**src/rtl/hero_write_rx_pkg.sv**
```systemverilog
// Shared types for the hero write bus and the hero_write_rx receive stage.
package hero_write_rx_pkg;

    localparam int HERO_WIDTH = 36;

    typedef enum logic [1:0] {
        CYCLE_IDLE  = 2'd0,
        CYCLE_VALID = 2'd1,
        CYCLE_DONE  = 2'd2
    } CYCLE_TYPE_E;

    typedef struct packed {
        CYCLE_TYPE_E           cycle_type;
        logic [HERO_WIDTH-1:0] wdat;
        logic                  clk_en;
        logic [7:0]            another_type_reference;
    } hero_write_t;

    typedef enum logic [1:0] {
        ST_IDLE    = 2'd0,
        ST_COLLECT = 2'd1,
        ST_DROP    = 2'd2
    } hero_rx_state_e;

    typedef struct packed {
        logic                  last;
        logic [HERO_WIDTH-1:0] dat;
    } hero_rx_entry_t;

    function automatic logic [15:0] sat_inc16(input logic [15:0] v);
        return (v == 16'hFFFF) ? v : v + 16'd1;
    endfunction

endpackage

```
**src/rtl/hero_write_rx_mem.sv**
```systemverilog
// Entry storage for hero_write_rx: one synchronous write port, one asynchronous read port.
module hero_write_rx_mem
    import hero_write_rx_pkg::*;
#(
    parameter int DEPTH = 16,
    parameter int AW    = $clog2(DEPTH)
) (
    input  logic           clk,
    input  logic           we,
    input  logic [AW-1:0]  waddr,
    input  hero_rx_entry_t wentry,
    input  logic [AW-1:0]  raddr,
    output hero_rx_entry_t rentry
);

    hero_rx_entry_t mem [DEPTH];

    // No reset: the top masks the read data whenever nothing is committed.
    always_ff @(posedge clk) begin
        if (we) begin
            mem[waddr] <= wentry;
        end
    end

    assign rentry = mem[raddr];

endmodule

```
**src/rtl/hero_write_rx.sv**
```systemverilog
// Store-and-forward receiver for the hero write bus; drops whole transactions on overflow.
// Optional statistics counters are built when HERO_WRITE_RX_STATS_EN is defined.
module hero_write_rx
    import hero_write_rx_pkg::*;
#(
    parameter int DEPTH     = 16,
    parameter int MAX_BEATS = 8
) (
    input  logic                     clk,
    input  logic                     rst_n,
    input  hero_write_t              hero_in,
    output logic                     out_vld,
    input  logic                     out_rdy,
    output logic [HERO_WIDTH-1:0]    out_dat,
    output logic                     out_last,
    output logic                     drop_pulse,
    output logic                     protocol_err,
    output logic [$clog2(DEPTH):0]   fill,
    output logic [15:0]              txn_count,
    output logic [15:0]              drop_count
);

    localparam int AW = $clog2(DEPTH);
    localparam int PW = AW + 1;
    localparam int CW = $clog2(MAX_BEATS + 1);

    hero_rx_state_e state, state_nxt;
    logic [PW-1:0]  wr_ptr, commit_ptr, rd_ptr;
    logic [CW-1:0]  beat_cnt, beat_cnt_nxt;
    logic           is_valid, is_done, is_beat, bad_type;
    logic           full, pop;
    logic           do_write, do_commit, do_drop;
    hero_rx_entry_t rd_entry;
    logic           unused_hero;

    assign unused_hero = ^hero_in.another_type_reference;

    // Full uses the registered pointers, so a same-cycle pop does not make room.
    assign full    = (wr_ptr - rd_ptr) == PW'(DEPTH);
    assign fill    = wr_ptr - rd_ptr;
    assign out_vld = (rd_ptr != commit_ptr);
    assign pop     = out_vld && out_rdy;

    always_comb begin
        is_valid     = hero_in.clk_en && (hero_in.cycle_type == CYCLE_VALID);
        is_done      = hero_in.clk_en && (hero_in.cycle_type == CYCLE_DONE);
        is_beat      = is_valid || is_done;
        bad_type     = hero_in.clk_en &&
                       !(hero_in.cycle_type inside {CYCLE_IDLE, CYCLE_VALID, CYCLE_DONE});
        state_nxt    = state;
        beat_cnt_nxt = beat_cnt;
        do_write     = 1'b0;
        do_commit    = 1'b0;
        do_drop      = 1'b0;
        case (state)
            ST_IDLE, ST_COLLECT: begin
                if (is_beat) begin
                    if (full || (beat_cnt == CW'(MAX_BEATS))) begin
                        do_drop      = 1'b1;
                        beat_cnt_nxt = '0;
                        state_nxt    = is_done ? ST_IDLE : ST_DROP;
                    end else if (is_done) begin
                        do_write     = 1'b1;
                        do_commit    = 1'b1;
                        beat_cnt_nxt = '0;
                        state_nxt    = ST_IDLE;
                    end else begin
                        do_write     = 1'b1;
                        beat_cnt_nxt = beat_cnt + CW'(1);
                        state_nxt    = ST_COLLECT;
                    end
                end
            end
            ST_DROP: begin
                if (is_done) begin
                    state_nxt = ST_IDLE;
                end
            end
            default: begin
                state_nxt    = ST_IDLE;
                beat_cnt_nxt = '0;
            end
        endcase
    end

    always_ff @(posedge clk or negedge rst_n) begin
        if (!rst_n) begin
            state        <= ST_IDLE;
            beat_cnt     <= '0;
            wr_ptr       <= '0;
            commit_ptr   <= '0;
            rd_ptr       <= '0;
            drop_pulse   <= 1'b0;
            protocol_err <= 1'b0;
        end else begin
            state        <= state_nxt;
            beat_cnt     <= beat_cnt_nxt;
            drop_pulse   <= do_drop;
            protocol_err <= bad_type;
            // A drop rewinds to the last commit point, discarding the partial transaction.
            if (do_drop) begin
                wr_ptr <= commit_ptr;
            end else if (do_write) begin
                wr_ptr <= wr_ptr + PW'(1);
            end
            if (do_commit) begin
                commit_ptr <= wr_ptr + PW'(1);
            end
            if (pop) begin
                rd_ptr <= rd_ptr + PW'(1);
            end
        end
    end

    hero_write_rx_mem #(
        .DEPTH (DEPTH)
    ) u_mem (
        .clk    (clk),
        .we     (do_write),
        .waddr  (wr_ptr[AW-1:0]),
        .wentry ('{last: is_done, dat: hero_in.wdat}),
        .raddr  (rd_ptr[AW-1:0]),
        .rentry (rd_entry)
    );

    assign out_dat  = out_vld ? rd_entry.dat : '0;
    assign out_last = out_vld && rd_entry.last;

`ifdef HERO_WRITE_RX_STATS_EN
    always_ff @(posedge clk or negedge rst_n) begin
        if (!rst_n) begin
            txn_count  <= '0;
            drop_count <= '0;
        end else begin
            if (do_commit) begin
                txn_count <= sat_inc16(txn_count);
            end
            if (do_drop) begin
                drop_count <= sat_inc16(drop_count);
            end
        end
    end
`else
    assign txn_count  = '0;
    assign drop_count = '0;
`endif

endmodule

```
**config.mk**
```make
export PLATFORM = sky130hd
export DESIGN_NAME = hero_write_rx
export DESIGN_NICKNAME = d
export VERILOG_FILES = /design/src/rtl/hero_write_rx_pkg.sv /design/src/rtl/hero_write_rx_mem.sv /design/src/rtl/hero_write_rx.sv
export SDC_FILE = /design/constraint.sdc
export NUM_CORES = 1
export LEC_CHECK = 0
export BUFFER_PORTS_ARGS = -buffer_cell sky130_fd_sc_hd__clkbuf_2
export CAP_MARGIN = 20
export CORE_MARGIN = 2
export CORE_UTILIZATION = 55
export DETAILED_ROUTE_END_ITERATION = 8
export GPL_ROUTABILITY_DRIVEN = 0
export HOLD_SLACK_MARGIN = 0.03
export PLACE_DENSITY_LB_ADDON = 0.3
export SLEW_MARGIN = 15
export SYNTH_ARGS = -nofsm -noshare
export SYNTH_HDL_FRONTEND = slang
export SYNTH_SLANG_ARGS = --single-unit
```
**constraint.sdc**
```tcl
create_clock -name clk -period 6.7 [get_ports clk]
set_input_delay 0.335 -clock clk [delete_from_list [all_inputs] [get_ports clk]]
set_output_delay 0.335 -clock clk [all_outputs]
set_load 0.03 [all_outputs]
```
==> flow_summary.json <==
{
  "status": "complete, no violations",
  "antenna_found_initial": 4,
  "grt_pass1_wl_um": 71400,
  "clock_latency_ps": 620,
  "synth_xor_area_frac": 0.00615,
  "routedWlPerCell_um": 26.4,
  "drtPass1Iterations": 5,
  "numCtsBuffers": 58,
  "die_width_um": 214,
  "clockBufferDepth": 3,
  "synthFlopType": "edfxtp_1",
  "drv_slew": 0,
  "worst_hold_path_type": "in2reg",
  "port_buffers": 86,
  "met3_length_um": 3130,
  "initial_utilization": 0.559,
  "clkSinkCount": 615,
  "cts_tree": "done",
  "wirelength_met1_um": 19300,
  "power_density_nw_per_um2": 431,
  "hold_violations": 0,
  "critical_path_arrival_ps": 5010,
  "relSlewSlack": 0.290,
  "layout_common_cells": "edfxtp_1, mux4_2, clkbuf_2",
  "hpwl_um": 25500,
  "avgSynthCellArea_um2": 22.8,
  "overflow": 0,
  "viasPerCell": 6.06,
  "die_area_um2": 45700,
  "post_cts_buffers": 0,
  "yosysWarningCount": 0,
  "drtAntennaViolNets": 0,
  "grt_setup_unrepaired": "false",
  "synthMuxAreaShare": 0.177,
  "worstHoldEndpoint": "rd_ptr[0]",
  "hold_buffers": 3,
  "fin_crit_ps": 4740,
  "nets": 1242,
  "grt_max_degree": 113,
  "cp_max_fo": 40,
  "timing.fmax_ghz": 0.211,
  "r2r_end": "u_mem.mem[4][11]",
  "hold_depth": 3,
  "synth_edf_count": 592,
  "syn_inst": 1062,
  "track_usage": 0.218,
  "path_class": "reg2reg",
  "synth_top_family_by_area": "multiplexers",
  "core_region_area_um2": 43300,
  "grt_pass1_vias": 11300,
  "cts_resized": 0,
  "rows": 76,
  "highest_layer": "met5",
  "required_ps": 6970,
  "critPathLaunchType": "flop",
  "die_h_um": 214,
  "io_pins": 127,
  "min-delay-start": "out_rdy",
  "r2r_start": "rd_ptr[2]",
  "setup_viol": 0,
  "fin_cells": 1810,
  "utilization": 0.625,
  "end_kind": "flop",
  "p_leak_uw": 0.00885,
  "seq_area_um2": 18400,
  "tightestPinTransition_ps": 1060,
  "synth_seq_cells": 615,
  "async_flop_share": 0.0374,
  "nFillCells": 2918,
  "syn_area_um2": 24200,
  "synth.area.top_cells": "edfxtp_1, mux4_2, dfrtp_1",
  "ys_seq_area_frac": 0.758,
  "timing.max_cap.violations": 0,
  "synth_area_leader_cell": "edfxtp_1",
  "wl_um": 47800,
  "yosys.area_share.simple": 0.0232,
  "drc": 0,
  "r2r_cells": 10,
  "ff2ff_setup_slack_ps": 1960,
  "synth_cell_types": 42,
  "yosys.area_share.adder": 0.00651,
  "fin_crit_sh": 0.707,
  "placed_cells": 1702,
  "synth_top_area_share": 0.734,
  "mostFrequentLayoutCell": "edfxtp_1",
  "multi_input_area_um2": 5450,
  "vias": 11000,
  "drt-initial-drc-count": 1089,
  "clkTransAtPathRegs_ps": 60,
  "wl_met2_um": 24300,
  "finClkSkew_ps": 28.9,
  "setup_tns_ps": 0,
  "area_delta_synth_final_pct": 11.7,
  "cts_root_buffer": "clkbuf_16",
  "htree_levels": 2,
  "drive_above_1_share": 0.326,
  "ir_drop_mv": 0.336,
  "synth_compound_area_frac": 0.00646
}
[registers in the layout, indices dropped and copies added, names as in the netlist]
name and cells:
beat_cnt 4, rd_ptr 5, u_mem.mem 592, commit_ptr 5, state 2, drop_pulse 1
wr_ptr 5, protocol_err 1
[worst max-delay path by stage]
stage / from / endpoint / cells after the start
6_report: rd_ptr[2] / u_mem.mem[4][11] / 10
5_1_grt: rd_ptr[2] / u_mem.mem[14][29] / 10
4_1_cts: rd_ptr[2] / u_mem.mem[14][33] / 10
3_5_place_dp: rd_ptr[2] / u_mem.mem[14][30] / 10
3_3_place_gp: rd_ptr[2] / u_mem.mem[14][30] / 10
2_1_floorplan: rd_ptr[1] / u_mem.mem[15][0] / 11
[layout make-up]
| class | count | share of cell area |
|---|---|---|
| Clock buffer | 70 | 0.0561 |
| Tap cell | 585 | 0.0271 |
| Antenna cell | 1 | 0.0000925 |
| Clock inverter | 34 | 0.00925 |
| Timing Repair Buffer | 113 | 0.0246 |
| Multi-Input combinational cell | 377 | 0.202 |
| Inverter | 15 | 0.00213 |
| Sequential cell | 615 | 0.679 |
[through the flow]
step	instance area, um2	hold WS [ps]	setup slack, ps	power (uW)
detailed placement	25200	373	1990	8700
global placement	25200	369	2100	8660
global route	27000	88.7	1700	12100
floorplan	24300	39.4	804	7680
CTS	27000	49.6	1940	11800
finish	27000	78.0	1960	11600
[logic make-up (layout without fill, tap and decap cells)]
| group | after synthesis | after routing |
|---|---|---|
| compound gates | 23 | 23 |
| xor+xnor | 17 | 17 |
| fa+ha+maj | 12 | 12 |
| buf+inv | 101 | 232 |
| flops | 615 | 615 |
| mux | 194 | 194 |
| other cells | 1 | 33 |
| simple gates | 99 | 99 |
[where the power goes]
group          total, uW  internal [uW]  switching (uW)
logic               3930           1720            2210
clock network       3080           1720            1360
registers           4630           4470             157
total              11600           7910            3730
[cells in the mapped netlist, types with 2 or more instances]
master    instances
or2_2             2
buf_2            21
nand3_1           4
a211o_1           2
xnor2_1          12
o21ai_0           5
dfrtp_1          23
nand2_1          14
nor4_1            2
mux2_4            4
a21o_1            3
ha_1             11
nor2b_1          38
edfxtp_1        592
a21oi_1           6
xor2_1            5
buf_4            32
nand3b_1          2
nor2_1            8
mux2i_1           4
inv_1            15
clkbuf_1         25
nor3_1            4
and3_1           17
or3_1             3
mux4_2          185
buf_1             5
buf_6             3
and2_1            2
[critical path, stage by stage, from the launching register on]
cell and delay [ps]:
dfrtp_2 340, buf_4 620, inv_1 190, ha_1 410, a21o_1 190, a21oi_2 140
xnor2_1 100, a31o_1 430, nor2_1 590, and3_2 950, buf_4 430
[metal layers]
layer / vias to the layer above / GRT usage
li1: 4609 / -
met1: 5873 / 0.304
met3: 78 / 0.0432
met5: - / 0
met2: 400 / 0.360
met4: 6 / 0.0553
Power figures use the tool's default switching activity.
